===== src/rtl/downstream_vc_tracker.sv =====
// Upstream mirror of every downstream input VC: allocation state and credit count per VC.
// Optional sticky protocol checker enabled by defining DOWNSTREAM_VC_TRACKER_CHECK_EN.
module downstream_vc_tracker #(
  parameter int PORT_NUM    = 5,
  parameter int VC_NUM      = 2,
  parameter int VC_TOTAL    = PORT_NUM * VC_NUM,
  parameter int BUFFER_SIZE = 8
) (
  input  logic                clk,
  input  logic                rst,
  input  logic [VC_TOTAL-1:0] vc_allocated_i,
  input  logic [VC_TOTAL-1:0] flit_sent_i,
  input  logic [VC_TOTAL-1:0] tail_sent_i,
  input  logic [VC_TOTAL-1:0] credit_i,
  output logic [VC_TOTAL-1:0] idle_downstream_vc_o,
  output logic [VC_TOTAL-1:0] credit_available_o,
  output logic                error_o
);

  localparam int CW = $clog2(BUFFER_SIZE + 1);
  localparam logic [CW-1:0] FULL = CW'(BUFFER_SIZE);

  localparam logic [1:0] S_IDLE   = 2'd0;
  localparam logic [1:0] S_ACTIVE = 2'd1;
  localparam logic [1:0] S_DRAIN  = 2'd2;

  logic [VC_TOTAL-1:0][1:0]    r_state;
  logic [VC_TOTAL-1:0][CW-1:0] r_count;
  logic [VC_TOTAL-1:0][1:0]    w_state_nxt;
  logic [VC_TOTAL-1:0][CW-1:0] w_count_nxt;
  logic [VC_TOTAL-1:0]         w_flit_ok;
  logic [VC_TOTAL-1:0]         w_dec;
  logic [VC_TOTAL-1:0]         w_inc;

  always_comb begin
    w_state_nxt = r_state;
    w_count_nxt = r_count;
    w_flit_ok   = '0;
    w_dec       = '0;
    w_inc       = '0;
    for (int v = 0; v < VC_TOTAL; v++) begin
      // Flits only count while the VC is owned; credits are accepted in any state.
      w_flit_ok[v]   = flit_sent_i[v] && (r_state[v] == S_ACTIVE);
      w_dec[v]       = w_flit_ok[v] && (r_count[v] != '0);
      w_inc[v]       = credit_i[v] && (r_count[v] != FULL);
      w_count_nxt[v] = r_count[v] + CW'(w_inc[v]) - CW'(w_dec[v]);
      case (r_state[v])
        S_IDLE:   if (vc_allocated_i[v]) w_state_nxt[v] = S_ACTIVE;
        S_ACTIVE: if (w_flit_ok[v] && tail_sent_i[v]) w_state_nxt[v] = S_DRAIN;
        S_DRAIN:  if (w_count_nxt[v] == FULL) w_state_nxt[v] = S_IDLE;
        default:  w_state_nxt[v] = S_IDLE;
      endcase
    end
  end

  always_ff @(posedge clk or negedge rst) begin
    if (!rst) begin
      r_state <= {VC_TOTAL{S_IDLE}};
      r_count <= {VC_TOTAL{FULL}};
    end else begin
      r_state <= w_state_nxt;
      r_count <= w_count_nxt;
    end
  end

  always_comb begin
    idle_downstream_vc_o = '0;
    credit_available_o   = '0;
    for (int v = 0; v < VC_TOTAL; v++) begin
      idle_downstream_vc_o[v] = (r_state[v] == S_IDLE);
      credit_available_o[v]   = (r_count[v] != '0);
    end
  end

`ifdef DOWNSTREAM_VC_TRACKER_CHECK_EN
  logic w_err_evt;
  logic r_error;

  always_comb begin
    w_err_evt = 1'b0;
    for (int v = 0; v < VC_TOTAL; v++) begin
      if (flit_sent_i[v] && (r_count[v] == '0))          w_err_evt = 1'b1;
      if (credit_i[v] && (r_count[v] == FULL))           w_err_evt = 1'b1;
      if (vc_allocated_i[v] && (r_state[v] != S_IDLE))   w_err_evt = 1'b1;
      if (flit_sent_i[v] && (r_state[v] != S_ACTIVE))    w_err_evt = 1'b1;
    end
  end

  always_ff @(posedge clk or negedge rst) begin
    if (!rst) r_error <= 1'b0;
    else if (w_err_evt) r_error <= 1'b1;
  end

  assign error_o = r_error;
`else
  assign error_o = 1'b0;
`endif

endmodule


===== config.mk =====
export PLATFORM = sky130hd
export DESIGN_NAME = downstream_vc_tracker
export DESIGN_NICKNAME = d
export VERILOG_FILES = /design/src/rtl/downstream_vc_tracker.sv
export SDC_FILE = /design/constraint.sdc
export NUM_CORES = 1
export LEC_CHECK = 0
export CAP_MARGIN = 20
export CORE_MARGIN = 2
export CORE_UTILIZATION = 45
export DETAILED_ROUTE_END_ITERATION = 8
export PLACE_DENSITY = 0.69
export SKIP_LAST_GASP = 1
export SYNTH_ARGS = -nofsm -noshare
export SYNTH_HDL_FRONTEND = slang
export SYNTH_SLANG_ARGS = --single-unit

===== constraint.sdc =====
create_clock -name clk -period 6.7 [get_ports clk]
set_input_delay 1.005 -clock clk [delete_from_list [all_inputs] [get_ports clk]]
set_output_delay 1.005 -clock clk [all_outputs]
set_load 0.01 [all_outputs]

==> results of run 1 <==
[flip-flops by register name, indices dropped and copies added, names as in the netlist]
name	flops
r_count	40
r_state	20
[cells by family after synthesis]
group	Yosys count	share of synthesized area, %
other	1	0.09582
flip-flops	60	38.68
adder cells (fa/ha/maj)	70	24.30
XOR/XNOR	12	2.685
AND/OR/NAND/NOR	117	16.53
buffers and inverters	74	8.152
AO/OA/AOI/OAI	51	9.560
[area by class of cell]
| class | instances | area [um2] | share of cell area [%] |
|---|---|---|---|
| Multi-Input combinational cell | 251 | 2081 | 43.28 |
| Inverter | 63 | 236.5 | 4.919 |
| Clock buffer | 12 | 155.1 | 3.227 |
| Sequential cell | 60 | 1514 | 31.49 |
| Tap cell | 108 | 135.1 | 2.811 |
| Timing Repair Buffer | 62 | 613.1 | 12.75 |
| Clock inverter | 4 | 72.57 | 1.510 |
[final timing paths]
check	endpoint	slack, ns	cells past startpoint
max	r_state[9]	3.53	9
min	r_state[6]	0.49	1
max reg2reg	r_state[9]	3.86	11
max in group asynchronous	r_state[13]	5.37	2
min reg2reg	r_state[6]	0.49	1
min in group asynchronous	r_state[14]	0.82	2
[power groups by stage]
stage	combinational, W	clock, W	sequential [W]
floorplan	0.00103	0	0.000717
global placement	0.00130	0	0.000746
detailed placement	0.00136	0	0.000755
CTS	0.00137	0.000381	0.000750
global route	0.00156	0.000399	0.000784
finish	0.00135	0.000370	0.000750
[synthesized netlist by cell type, types with 2 or more instances]
cell,instances,area share (%)
a2111oi_1,7,1.8
a21o_1,8,1.5
a21o_2,2,0.45
a21oi_1,2,0.26
a311oi_1,9,2.0
and3_1,2,0.32
and3_4,6,1.7
and4b_1,8,2.0
buf_4,11,2.1
dfrtp_1,50,32
dfstp_2,10,6.7
fa_1,10,5.1
ha_1,60,19
inv_1,63,6.0
nand2_1,39,3.7
nand2b_1,8,1.3
nand3_1,2,0.26
nand4b_1,9,2.0
nor2_1,29,2.8
o21ai_0,8,1.0
o21ai_1,8,1.0
or3_1,9,1.4
xnor2_1,6,1.3
xor2_1,6,1.3
[worst max-delay path, delay by kind of cell]
family / cells / cell delay (ns)
and+or+nand+nor: 3 / 0.74
AOI/OAI and AO/OA: 2 / 0.66
buffers and inverters: 2 / 0.57
adders and majority gates: 2 / 0.42
[metrics by stage]
stage / hold slack, ns / std cells
global placement: 0.4756 / 544
CTS: 0.4911 / 560
detailed placement: 0.4841 / 544
floorplan: 0.4522 / 385
global route: 0.5219 / 560
finish: 0.4899 / 560
[routing by layer]
layer / up-vias / part of all wire, %
li1: 1425 / -
met1: 1361 / 47
met2: 44 / 48
met3: 12 / 2.9
met4: 0 / 2.1
met5: - / 0
==> impl_metrics.json, run 1 <==
{
  "overflow": 0,
  "drive_gt1_share_pct": 7.743,
  "synth_ff_type": "dfrtp_1",
  "cts_root_buf": "clkbuf_8",
  "setup_slack_ns": 3.527,
  "mostFrequentLayoutCells": "63 x inv_1, 60 x ha_1, 60 x clkdlybuf4s50_1",
  "comb_power_share_pct": 54.6,
  "die_area_um2": 9460,
  "io_pins": 63,
  "synth_seq_cells": 60,
  "cts_setup_buffers": 0,
  "cts-resized-gates": 0,
  "grt_util_met1_pct": 19.82,
  "areaGrowthSynthToFinish_pct": 22.83,
  "drt-total-wl_um": 6844,
  "detail_route.wl_per_cell_um": 12.22,
  "tightest_slew_ns": 0.7638,
  "cts_tree": "yes",
  "post-route-util_pct": 55.94,
  "final_common_cell": "inv_1",
  "dpl_cell_area_um2": 4579,
  "seq_power_share_pct": 30.4,
  "clock_latency_ns": 0.34,
  "ys_async_sr_fraction_pct": 100.0,
  "skew_ns": 0.007494,
  "grt_pass1_wl_um": 12520,
  "synth_nets": 497,
  "grt_use_total_pct": 15.83,
  "crit_path_max_incr_delay_ns": 0.55,
  "synthDistinctLibCells": 37,
  "cp-start-kind": "primary input",
  "portBuffers": 61,
  "p_clk_share_pct": 15.0,
  "synth_warnings": 0,
  "n_fill_cell": 770,
  "status": "completed",
  "start_util_pct": 45.54,
  "setup_viol": 0,
  "critPathSlowestCell": "a2111oi_0",
  "fin_setup_tns_ns": 0,
  "ir_drop_mv": 0.2281,
  "drtIter0Drc": 69,
  "pre_cts_slack_ns": 3.188,
  "use_met2_pct": 26.87,
  "fin_crit_ns": 3.173,
  "intPower_w": 0.001469,
  "nets": 559,
  "p_total_w": 0.002465,
  "critPathArrivalTime_ns": 3.38,
  "grt_pass1_vias": 2990,
  "cts_sinks": 60,
  "antenna_found_initial": 0,
  "hold_viol_final": 0,
  "power_leakage_nw": 2.320,
  "hp-start": "r_state[7]",
  "startpoint": "flit_sent_i[4]",
  "syn_area_um2": 3914,
  "rsz0062_at_grt": "false",
  "p_switching_w": 0.0009961,
  "hold_class": "register to register",
  "num_rows": 34,
  "crit_required_ns": 6.91,
  "fmax_mhz": 315.1,
  "num_antenna_cells": 0,
  "netlist_instances": 385,
  "die_w_um": 97.26,
  "cts_inserted_buffers": 9,
  "p_sw_share_pct": 40.40,
  "die_y_um": 97.26,
  "grt.busiest_layer": "met2",
  "num_vias": 2842,
  "clk_path_buf_depth": 2,
  "worstSetupEndpointType": "register",
  "synth_edf_count": 0,
  "crit_type": "primary input to register",
  "cp_cell_sequence": "clkdlybuf4s50_1 > and4b_1 > ha_1 > inv_1 > ha_1 > and3_1 > or3_1 > a2111oi_0 > o21ai_1",
  "clk_pin_slew_ns": 0.07,
  "core_region_area_um2": 8593,
  "cap_violations": 0,
  "place_congestion": 0.8364,
  "synth.avg_cell_area_um2": 10.17,
  "ctsHtreeMaxLevel": 3,
  "drt_pass1_iterations": 4,
  "critPathMaxFanout": 3,
  "postRouteAntennaNets": 0,
  "use_met3_pct": 2.446,
  "ys_seq_area_share_pct": 38.68,
  "via_per_inst": 5.075,
  "cts_hold_buf": 0,
  "grt_max_degree": 61,
  "cpMostUsedCell": "ha_1",
  "place_hpwl_um": 5360,
  "power.density_nw_per_um2": 512.8,
  "final_area_um2": 4807,
  "drc_errors": 0,
  "slew_headroom_pct": 49.08,
  "slew_violations": 0,
  "r2r_start": "r_count[19]",
  "period_share_pct": 47.36
}
(Power assumes the default switching activity.)
==> inputs of run 2 (changes only) <==
--- a/config.mk
+++ b/config.mk
@@ -9,7 +9,7 @@
 export CORE_MARGIN = 2
 export CORE_UTILIZATION = 45
 export DETAILED_ROUTE_END_ITERATION = 8
-export PLACE_DENSITY = 0.69
+export PLACE_DENSITY = 0.72
 export SKIP_LAST_GASP = 1
 export SYNTH_ARGS = -nofsm -noshare
 export SYNTH_HDL_FRONTEND = slang
==> constraint.sdc (replaced) <==
create_clock -name clk -period 2.7 [get_ports clk]
set_input_delay 0.405 -clock clk [delete_from_list [all_inputs] [get_ports clk]]
set_output_delay 0.405 -clock clk [all_outputs]
set_load 0.01 [all_outputs]
==> run 2 against run 1 <==
Via count increased by 3.7%. Sequential share of layout area decreased by 2.5 points. Largest power group unchanged. Non-clock buffer count increased by 24. Count of clock-buffer cells in the layout decreased by 1. Final cell count increased by 4.3%. Routed wire length increased by 9.0%. Critical endpoint is now r_state[19]. Sequential power increased by 150%. First-iteration DRC count decreased by 58%.
==> impl_metrics.json, run 2 (synthesis results as in run 1) <==
{
  "mostFrequentLayoutCells": "60 x clkdlybuf4s50_1, 57 x inv_1, 52 x ha_1",
  "fin_crit_ns": 2.628,
  "antenna_found_initial": 0,
  "critPathMaxFanout": 4,
  "cts_tree": "yes",
  "period_share_pct": 97.35,
  "core_region_area_um2": 8593,
  "seq_area_um2": 1514,
  "tightest_slew_ns": 0.5982,
  "crit_required_ns": 2.92,
  "place_hpwl_um": 5493,
  "ctsHtreeMaxLevel": 3,
  "cap_violations": 0,
  "power_leakage_nw": 2.445,
  "clk_pin_slew_ns": 0.07,
  "drt-total-wl_um": 7459,
  "slew_headroom_pct": 60.12,
  "cp_cell_sequence": "nor2_1 > nand2_1 > and4b_1 > ha_2 > inv_2 > ha_4 > buf_4 > and3_4 > or3_4 > a2111oi_4 > o21ai_1",
  "rsz0062_at_grt": "true",
  "cts_root_buf": "clkbuf_8",
  "nets": 583,
  "crit_type": "register to register",
  "via_per_inst": 5.045,
  "post-route-util_pct": 60.72,
  "setup_viol": 0,
  "detail_route.wl_per_cell_um": 12.77,
  "final_common_cell": "clkdlybuf4s50_1",
  "regMostFlops": "r_count",
  "r2r_start": "r_count[37]",
  "drc_errors": 0,
  "die_w_um": 97.26,
  "slew_violations": 0,
  "grt_max_degree": 37,
  "clk_path_buf_depth": 2,
  "largest_reg_flops": 40,
  "clock_latency_ns": 0.34,
  "largestRegisters": "r_count (40), r_state (20)",
  "critPathSlowestCell": "dfrtp_1",
  "n_fill_cell": 725,
  "num_rows": 34,
  "skew_ns": 0.009261,
  "drt_pass1_iterations": 4,
  "hold_viol_final": 0,
  "grt_use_total_pct": 16.20,
  "postRouteAntennaNets": 0,
  "r2r_end": "r_state[19]",
  "overflow": 0,
  "ir_drop_mv": 0.6203,
  "rr_worst_depth": 11,
  "power.density_nw_per_um2": 1366,
  "io_pins": 63,
  "worstSetupEndpointType": "register",
  "drtIter0Drc": 29,
  "fmax_mhz": 380.4,
  "grt_pass1_wl_um": 12730,
  "die_y_um": 97.26,
  "num_antenna_cells": 0,
  "status": "completed",
  "portBuffers": 61,
  "multiInputGateArea_um2": 2310,
  "areaGrowthSynthToFinish_pct": 33.31,
  "rrSetupSlack_ns": 0.07,
  "cp-start-kind": "register",
  "die_area_um2": 9460,
  "p_total_w": 0.007129,
  "setup_slack_ns": 0.07152,
  "hold_class": "primary input to asynchronous set/reset pin",
  "place_congestion": 0.7917,
  "crit_path_max_incr_delay_ns": 0.44,
  "critPathArrivalTime_ns": 2.85,
  "cts_sinks": 60,
  "drive_gt1_share_pct": 19.12,
  "grt_pass1_vias": 3124,
  "pre_cts_slack_ns": -0.1891,
  "cts_inserted_buffers": 9,
  "cts_hold_buf": 0,
  "num_vias": 2946,
  "start_util_pct": 45.54
}
-- run 2: cell count changes in the layout (fill, tap and decap cells not counted), moves of 7 or more --
cell,change
a2111oi_1,-7
a2111oi_4,+8
buf_4,+23
ha_1,-8
-- run 2: how the worst max path moves through the flow --
| stage | end | slack [ns] | from | cells past startpoint |
|---|---|---|---|---|
| floorplan | r_state[7] | 0.11 | r_count[15] | 11 |
| global placement | r_state[9] | -0.18 | flit_sent_i[4] | 9 |
| detailed placement | r_state[9] | -0.19 | flit_sent_i[4] | 9 |
| CTS | r_state[11] | 0.0006 | r_count[23] | 11 |
| global route | r_state[9] | -0.05 | r_count[19] | 11 |
| finish | r_state[19] | 0.07 | r_count[37] | 11 |
-- run 2: report_power, final --
part	internal (W)	switching, W	leakage, nW
clock network	0.000540	0.000354	0.113
registers	0.00148	0.000392	0.701
logic	0.00210	0.00226	1.63
-- run 2: final cells by class --
cell class	instances	area share, %
inverter	63	4.532
sequential	60	29.02
multi-input combinational	251	44.27
clock inverter	5	1.439
timing repair buffer	86	15.44
clock buffer	11	2.710
tap	108	2.590
-- run 2: metal layers --
layer	up-vias	share of wire (%)	global-route usage, %
met4	0	2.1	7.051
met3	12	2.5	3.237
li1	1474	-	-
met1	1425	42	18.99
met2	35	53	28.79
met5	-	0	0
-- run 2: critical path: cells and delay by family (launching register included) --
family	cells	cell delay (ns)
AND/OR/NAND/NOR	5	0.96
flip-flops	1	0.44
adder cells (fa/ha/maj)	2	0.47
buffers and inverters	2	0.16
AO/OA/AOI/OAI	2	0.48
-- run 2: metrics by stage --
stage / hold slack [ns] / setup TNS (ns) / cell area [um2] / cells
after floorplan: 0.1094 / 0 / 3914 / 385
after global placement: 0.4457 / -0.2965 / 4720 / 561
after detailed placement: 0.4422 / -0.5849 / 4720 / 561
after CTS: 0.06581 / 0 / 4947 / 577
after global routing: 0.09340 / -0.1171 / 5218 / 584
final: 0.06181 / 0 / 5218 / 584
-- run 2: timing repair --
action                     CTS  global route
pin swaps                    0            21
buffers inserted             0             7
hold endpoints to repair     0             0
gates resized for setup      3            40
setup endpoints to repair    2             9
==> inputs of run 3 (changes only) <==
--- a/config.mk
+++ b/config.mk
@@ -8,6 +8,7 @@
 export CAP_MARGIN = 20
 export CORE_MARGIN = 2
 export CORE_UTILIZATION = 45
+export CTS_CLUSTER_SIZE = 28
 export DETAILED_ROUTE_END_ITERATION = 8
 export PLACE_DENSITY = 0.72
 export SKIP_LAST_GASP = 1
==> results of run 3 <==
No change in the layout: final DEF, timing and power equal those of run 2.
